File: config.mk
export PLATFORM = sky130hd
export DESIGN_NAME = bcd_digit_splitter
export DESIGN_NICKNAME = d
export VERILOG_FILES = /design/src/rtl/timer_pkg.sv /design/src/rtl/bcd_add3.sv /design/src/rtl/bcd_digit_splitter.sv
export SDC_FILE = /design/constraint.sdc
export NUM_CORES = 1
export LEC_CHECK = 0
export BUFFER_PORTS_ARGS = -buffer_cell sky130_fd_sc_hd__buf_4
export CAP_MARGIN = 20
export CORE_MARGIN = 3
export CORE_UTILIZATION = 58
export CTS_CLUSTER_DIAMETER = 200
export DETAILED_ROUTE_END_ITERATION = 16
export GPL_TIMING_DRIVEN = 0
export MAX_ROUTING_LAYER = met4
export PLACE_DENSITY = 0.78
export SYNTH_ARGS = -nofsm -noshare
export SYNTH_HDL_FRONTEND = slang
export SYNTH_SLANG_ARGS = --single-unit
File: constraint.sdc
create_clock -name clk -period 2.1 [get_ports clk]
set_input_delay 0.315 -clock clk [delete_from_list [all_inputs] [get_ports clk]]
set_output_delay 0.315 -clock clk [all_outputs]
set_load 0.005 [all_outputs]
File: src/rtl/timer_pkg.sv
// Shared types and constants for the counter/display path: converter states,
// BCD nibble constants and the power-of-ten helper used for the overflow bound.
package timer_pkg;

    typedef enum logic {
        IDLE = 1'b0,
        CONV = 1'b1
    } state_t;

    localparam int         BCD_W       = 4;
    localparam logic [3:0] ADD3_THRESH = 4'd5;
    localparam logic [3:0] BCD_NINE    = 4'h9;

    function automatic logic [63:0] pow10(input int n);
        logic [63:0] v;
        v = 64'd1;
        for (int i = 0; i < n; i++) begin
            v = v * 64'd10;
        end
        return v;
    endfunction

endpackage

File: src/rtl/bcd_add3.sv
// Double-dabble correction cell: a BCD digit of 5 or more gets 3 added so the
// following left shift carries correctly into the next decimal digit.
module bcd_add3
    import timer_pkg::*;
(
    input  logic [3:0] i_digit,
    output logic [3:0] o_digit
);

    assign o_digit = (i_digit >= ADD3_THRESH) ? i_digit + 4'd3 : i_digit;

endmodule

File: src/rtl/bcd_digit_splitter.sv
// Sequential binary-to-BCD converter (shift-add-3), one bit per clock.
// Optional leading-zero blanking output enabled by defining BCD_SPLITTER_BLANK_EN.
module bcd_digit_splitter
    import timer_pkg::*;
#(
    parameter int BIN_W  = 10,
    parameter int DIGITS = 4
)
(
    input  logic                  clk,
    input  logic                  reset,
    input  logic                  in_valid,
    output logic                  in_ready,
    input  logic [BIN_W-1:0]      bin_in,
    output logic [4*DIGITS-1:0]   bcd_out,
    output logic                  out_valid,
    output logic                  ovf
`ifdef BCD_SPLITTER_BLANK_EN
    ,
    output logic [DIGITS-1:0]     blank
`endif
);

    localparam int          SCR_W    = BCD_W * DIGITS;
    localparam int          CNT_W    = (BIN_W > 1) ? $clog2(BIN_W) : 1;
    localparam logic [CNT_W-1:0] LAST_CNT = CNT_W'(BIN_W - 1);
    localparam logic [63:0] MAX_VAL  = pow10(DIGITS) - 64'd1;

    state_t           r_state;
    logic             r_in_ready;
    logic             r_out_valid;
    logic [BIN_W-1:0] r_shreg;
    logic [SCR_W-1:0] r_scratch;
    logic [SCR_W-1:0] r_bcd;
    logic [CNT_W-1:0] r_cnt;
    logic             r_ovf_pend;
    logic             r_ovf;

    logic [SCR_W-1:0] w_add3;
    logic [SCR_W-1:0] w_nines;
    logic [SCR_W-1:0] w_scratch_next;
    logic [SCR_W-1:0] w_final;
    logic             w_force;
    logic             w_done;

    genvar gi;
    generate
        for (gi = 0; gi < DIGITS; gi++) begin : g_digit
            bcd_add3 u_add3 (
                .i_digit (r_scratch[gi*BCD_W +: BCD_W]),
                .o_digit (w_add3[gi*BCD_W +: BCD_W])
            );
            assign w_nines[gi*BCD_W +: BCD_W] = BCD_NINE;
        end
    endgenerate

    // The corrected top bit falls off the scratch on this shift; it can only be
    // set when the value overflows, so it simply reinforces the forced-nines path.
    assign w_scratch_next = {w_add3[SCR_W-2:0], r_shreg[BIN_W-1]};
    assign w_force        = r_ovf_pend | w_add3[SCR_W-1];
    assign w_final        = w_force ? w_nines : w_scratch_next;
    assign w_done         = (r_state == CONV) && (r_cnt == LAST_CNT);

    always_ff @(posedge clk) begin
        if (reset) begin
            r_state     <= IDLE;
            r_in_ready  <= 1'b1;
            r_out_valid <= 1'b0;
            r_shreg     <= '0;
            r_scratch   <= '0;
            r_bcd       <= '0;
            r_cnt       <= '0;
            r_ovf_pend  <= 1'b0;
            r_ovf       <= 1'b0;
        end else begin
            r_out_valid <= 1'b0;
            case (r_state)
                IDLE: begin
                    if (in_valid) begin
                        r_shreg    <= bin_in;
                        r_scratch  <= '0;
                        r_cnt      <= '0;
                        r_ovf_pend <= (64'(bin_in) > MAX_VAL);
                        r_in_ready <= 1'b0;
                        r_state    <= CONV;
                    end
                end
                CONV: begin
                    r_scratch <= w_scratch_next;
                    r_shreg   <= {r_shreg[BIN_W-2:0], 1'b0};
                    r_cnt     <= r_cnt + CNT_W'(1);
                    if (w_done) begin
                        r_bcd       <= w_final;
                        r_ovf       <= r_ovf_pend;
                        r_out_valid <= 1'b1;
                        r_in_ready  <= 1'b1;
                        r_state     <= IDLE;
                    end
                end
                default: begin
                    r_state    <= IDLE;
                    r_in_ready <= 1'b1;
                end
            endcase
        end
    end

    assign in_ready  = r_in_ready;
    assign out_valid = r_out_valid;
    assign bcd_out   = r_bcd;
    assign ovf       = r_ovf;

`ifdef BCD_SPLITTER_BLANK_EN
    logic [DIGITS-1:0] r_blank;
    logic [DIGITS-1:0] w_blank;

    // Digit i blanks when it and every more significant digit are zero.
    assign w_blank[0] = 1'b0;
    generate
        for (gi = 1; gi < DIGITS; gi++) begin : g_blank
            assign w_blank[gi] = (w_final[SCR_W-1:gi*BCD_W] == '0);
        end
    endgenerate

    always_ff @(posedge clk) begin
        if (reset) begin
            r_blank <= '0;
        end else if (w_done) begin
            r_blank <= w_blank;
        end
    end

    assign blank = r_blank;
`endif

endmodule
* Word-level counts from Yosys, hierarchy flattened
Cells that the tools add are included.
Word-level totals: bits in registers 49, output and inout port bits 19
Operators by class: add/subtract/negate cells 5, magnitude comparators 4, eq/ne operators 3, muxes and demuxes 18, bitwise logic cells 1, reduce and logical (&&, ||, !) cells 4
Operator list (number):
- 16-bit 2-to-1 mux | 2
- 16-bit case mux with 2 select lines | 1
- 4-bit 2-to-1 mux | 5
- 10-bit case mux with 2 select lines | 1
- 4-bit by 2-bit adder with 4-bit output (second input constant) | 4
- 4-bit by 3-bit greater-or-equal comparator with 1-bit output (second input constant) | 4
- 10-bit 2-to-1 mux | 1
- 4-bit case mux with 2 select lines | 1
- 1-bit 2-to-1 mux | 5
- 4-bit by 1-bit adder with 4-bit output (second input constant) | 1
- 4-bit equality test (second input constant) | 1
- 1-bit case mux with 2 select lines | 2
- 2-bit AND reduction | 2
- 2-bit by 1-bit != test with 1-bit output (second input constant) | 1
- 2-bit != test (second input constant) | 1
- 2-bit OR reduction | 1
- 1-bit logical AND | 1
- 1-bit NOT | 1

* Depth between registers and ports, before layout
word-level depth 4, gate-level depth with buffers 7, depth with buffers taken out 6

* Hierarchy
A second synthesis with hierarchy kept.
Second synthesis, totals: cells, all modules 285, area, all modules 2462.4 sq um
Modules (own cells, without submodules):
- bcd_digit_splitter | instances 1, cells an instance 221, area an instance 2057.0 sq um, seq. area each 980.9 sq um
- bcd_add3 | instances 4, cells an instance 16, area an instance 101.3 sq um, seq. area each 0.0 sq um

* Worst setup path after synthesis
Ideal clock, no wire load.
kind register -> register, start point register r_scratch[13], end point register r_bcd[10], in the netlist bcd_out[10], arrival time 1.388 ns, data required time 2.012 ns, setup slack 0.624 ns, cell stages (with the launch flop) 7, period minus slack after synthesis 1.476 ns, cells stage by stage dfxtp_1 > inv_1 > ha_1 > nand2b_4 > nor2b_4 > mux2_4 > o32ai_2
On the way: cells in the longest elaborated chain, start to end 3, elaborated cells between the ends (all ways) 4
RTL lines:
- start: declaration | RTL line bcd_digit_splitter.sv:33 | logic [SCR_W-1:0] r_scratch;
- start signal: assignment | RTL line bcd_digit_splitter.sv:89 | r_scratch <= w_scratch_next;
- 4-bit by 2-bit adder with 4-bit output / 4-bit by 3-bit greater-or-equal comparator with 1-bit output (equally long branches) | RTL line bcd_add3.sv:10 | assign o_digit = (i_digit >= ADD3_THRESH) ? i_digit + 4'd3 : i_digit;
- 4-bit 2-to-1 mux (*) | RTL line bcd_add3.sv:10
- 16-bit 2-to-1 mux (*) | RTL line bcd_digit_splitter.sv:61 | assign w_final = w_force ? w_nines : w_scratch_next;
- end signal: assignment | RTL line bcd_digit_splitter.sv:93 | r_bcd <= w_final;
- end: declaration | RTL line bcd_digit_splitter.sv:34 | logic [SCR_W-1:0] r_bcd;
Every way passes the cells marked *; elsewhere a longest branch is shown, timed or not. A chain may end at the register's enable or synchronous reset.

* Worst setup path after layout
start point register r_scratch[13], end point register r_bcd[8], in the netlist bcd_out[8]
Same word-level chain as after synthesis.

==> impl_metrics.tcl <==
set metrics [dict create \
    status "complete, no violations" \
    yosys.area_share.simple 0.210 \
    hold_ws_ps 302 \
    ctsHoldBuffers 0 \
    final_area_um2 3010 \
    drc_errors 0 \
    wl_met1_um 2550 \
    hold_end "r_shreg[0]" \
    arrival_ps 1850 \
    syn_inst 287 \
    relSlewSlack 0.526 \
    p_seq_frac 0.529 \
    rows 23 \
    n_fill_cell 320 \
    wl_met2_um 2960 \
    clockRootBuffer "clkbuf_8" \
    path_clk_slew_ps 90 \
    grt_usage 0.250 \
    tightest_slew_ps 711 \
    hold_class "in2reg" \
    routed_wirelength_um 6000 \
    grt_pass1_vias 2078 \
    synth_top_family_by_area "compound AO/OA/AOI/OAI gates" \
    port_buffers 30 \
    p_leak_uw 0.00121 \
    num_vias 2222 \
    worstHoldPathCells 3 \
    p_int_uw 1390 \
    multi_input_area_um2 1440 \
    antennaDiodeCount 0 \
    worstPathMaxFanout 10 \
    reg2reg_depth 7 \
    irDropWorstVdd_mv 0.407 \
    max_freq_mhz 595 \
    cts.path.max_buffers 2 \
    ys_types 41 \
    wl_per_cell_um 16.0 \
    synth_mux_area_frac 0.0495 \
    drv_slew 0 \
    cp_num_buf_inv 2 \
    finalSetupViolations 0 \
    synth_seq_cells 49 \
    seq_area_frac_synth 0.377 \
    synthAdderAreaFrac 0.0480 \
    dp_hpwl_um 4160 \
    fp.dieH_um 73.0 \
    synth_edf_count 0 \
    antenna_found_initial 0 \
    fin_skew_ps 4.97 \
    place_ws_ps 445 \
    synth_nets 310 \
    sw_frac_of_total 0.232 \
    coreArea_um2 4170 \
    p_sw_uw 419 \
    synth.avg_cell_area_um2 9.08 \
    hold_viol_final 0 \
    postSynth.asyncResetShare 0 \
    rsz0062_at_grt "no" \
    ctsResizeCount 0 \
    path_cells "inv_1 -> ha_1 -> nand2b_4 -> nor2b_4 -> mux2i_2 -> buf_6 -> a311oi_2" \
    clkPwrFrac 0.391 \
    ff_latch_area_um2 981 \
    numCtsBuffers 5 \
    via_per_inst 5.93 \
    pwr-share-comb 0.080 \
    synth_warnings 0 \
    gp_congestion 0.893 \
    clock_latency_ps 310 \
    start_util 0.624 \
    highest-signal-layer "met4" \
    cts_sinks 49 \
    timing.rr.end "bcd_out[8]" \
    grt_max_degree 15 \
    worst_slack_ps 421 \
    max_stage_delay_ps 370 \
    wl_met3_um 376 \
    worstReg2RegStart "r_scratch[13]" \
    post_cts_buffers 0 \
    cp_top_family "flip-flops" \
    cts_tree "done" \
    io_pins 32 \
    area_delta_synth_final_pct 15.5 \
    dpl_cell_area_um2 2890 \
    ff2ff_setup_slack_ps 420 \
    detail-route-antenna-nets 0 \
    synth_area_um2 2600 \
    startpoint_type "flip-flop" \
    final_cells 375 \
    cellPowerDensity_nw_per_um2 602 \
    path_class "reg2reg" \
    initialDrtViolationCount 223 \
    grt_pass1_wl_um 9830 \
    hold_start "bin_in[0]" \
    grt-ovfl-total 0 \
    timing.final.crit_share 0.800 \
    ys.flop_type "dfxtp_1" \
    cts_max_level 2 \
    period_minus_slack_ps 1680 \
    worst-endpoint-required_ps 2270 \
    nNetsFinal 347 \
    cp-end-kind "flip-flop" \
    die_w_um 73.0 \
    drv_cap 0 \
    synth-compound-area-share 0.240 \
    setup_tns_ps 0 \
    drive_above_1_share 0.228 \
    placedCellCount 367 \
    firstDrtPassIters 5 \
    synthXorXnorAreaFrac 0.00336 \
    die_area_um2 5330 \
    crit_slowest_cell "dfxtp_1" \
]
==> cell type report <==
class | instances | share of cell area
Multi-Input combinational cell | 202 | 0.479
Sequential cell | 49 | 0.326
Timing Repair Buffer | 30 | 0.0748
Buffer | 20 | 0.0412
Clock buffer | 7 | 0.0287
Tap cell | 50 | 0.0208
Inverter | 16 | 0.0200
Clock inverter | 1 | 0.00998
==> layer usage <==
layer	GRT usage	up-vias
met4	0.100	0
met3	0.0537	8
met1	0.293	1034
li1	-	1106
met5	-	-
met2	0.415	74
==> state kept, by name, summed over array words and instances (netlist names) <==
signal,cells
bcd_out,16
r_cnt,4
r_state,1
out_valid,1
r_scratch,16
r_shreg,10
in_ready,1
==> cells in the final DEF (no fill, tap or decap), types with 2 or more instances in the layout <==
cell type	n
o211ai_1	4
o21ai_0	11
a21oi_1	31
mux2i_1	10
or3_1	3
nor2_1	38
or3b_1	4
and2_1	7
nand2b_4	2
buf_6	3
a211o_2	2
dfxtp_1	49
or3b_2	4
inv_1	15
buf_2	6
ha_1	10
clkbuf_8	6
o32ai_2	4
buf_4	32
nor3_1	9
nor3b_1	12
nand2b_1	13
clkbuf_1	8
a41o_1	4
a31oi_1	8
a211o_1	7
a311oi_2	7
==> cells in the mapped netlist, types with 2 or more instances <==
| cell | n | area share |
|---|---|---|
| a211o_1 | 7 | 0.024 |
| a211o_2 | 2 | 0.0077 |
| a21oi_1 | 31 | 0.060 |
| a311oi_2 | 7 | 0.040 |
| a31oi_1 | 8 | 0.019 |
| a41o_1 | 4 | 0.015 |
| and2_1 | 7 | 0.017 |
| buf_2 | 6 | 0.012 |
| buf_4 | 2 | 0.0058 |
| buf_6 | 3 | 0.013 |
| clkbuf_1 | 7 | 0.010 |
| dfxtp_1 | 49 | 0.38 |
| ha_1 | 10 | 0.048 |
| inv_1 | 15 | 0.022 |
| mux2i_1 | 10 | 0.038 |
| nand2b_1 | 13 | 0.031 |
| nand2b_4 | 2 | 0.011 |
| nor2_1 | 38 | 0.055 |
| nor3_1 | 9 | 0.017 |
| nor3b_1 | 12 | 0.035 |
| o211ai_1 | 4 | 0.012 |
| o21ai_0 | 11 | 0.021 |
| o32ai_2 | 4 | 0.025 |
| or3_1 | 3 | 0.0072 |
| or3b_1 | 4 | 0.013 |
| or3b_2 | 4 | 0.013 |
==> power groups by stage <==
stage / clock network, uW / logic (uW) / registers [uW]
2_1_floorplan: 0 / 91.6 / 976
3_3_place_gp: 0 / 143 / 978
3_5_place_dp: 0 / 144 / 978
4_1_cts: 719 / 145 / 957
5_1_grt: 760 / 162 / 959
6_report: 709 / 145 / 957
==> worst min-delay path: stages <==
cell and delay, ps:
buf_4 80, mux2i_1 50, nor3_1 120
==> kinds of logic (layout without fill, tap and decap cells) <==
group	Yosys count	count (layout)
simple gates	95	95
xor+xnor	1	1
other cells	1	1
mux	12	12
flops	49	49
fa+ha+maj	10	10
buf+inv	36	74
compound gates	83	83
==> stage by stage <==
step	utilization	power (uW)
2_1_floorplan	-	1070
3_3_place_gp	0.693	1120
3_5_place_dp	0.693	1120
4_1_cts	0.721	1820
5_1_grt	0.721	1880
6_report	0.721	1810
==> how the worst max path moves through the flow <==
stage | from | endpoint | depth (start not counted)
after global placement | r_scratch[13] | bcd_out[11] | 7
after global routing | r_scratch[4] | bcd_out[8] | 6
after CTS | r_scratch[12] | bcd_out[8] | 7
after detailed placement | r_scratch[13] | bcd_out[8] | 7
final | r_scratch[13] | bcd_out[8] | 7
after floorplan | r_scratch[13] | bcd_out[10] | 6
Note: power is estimated with default switching activity, not from simulation.
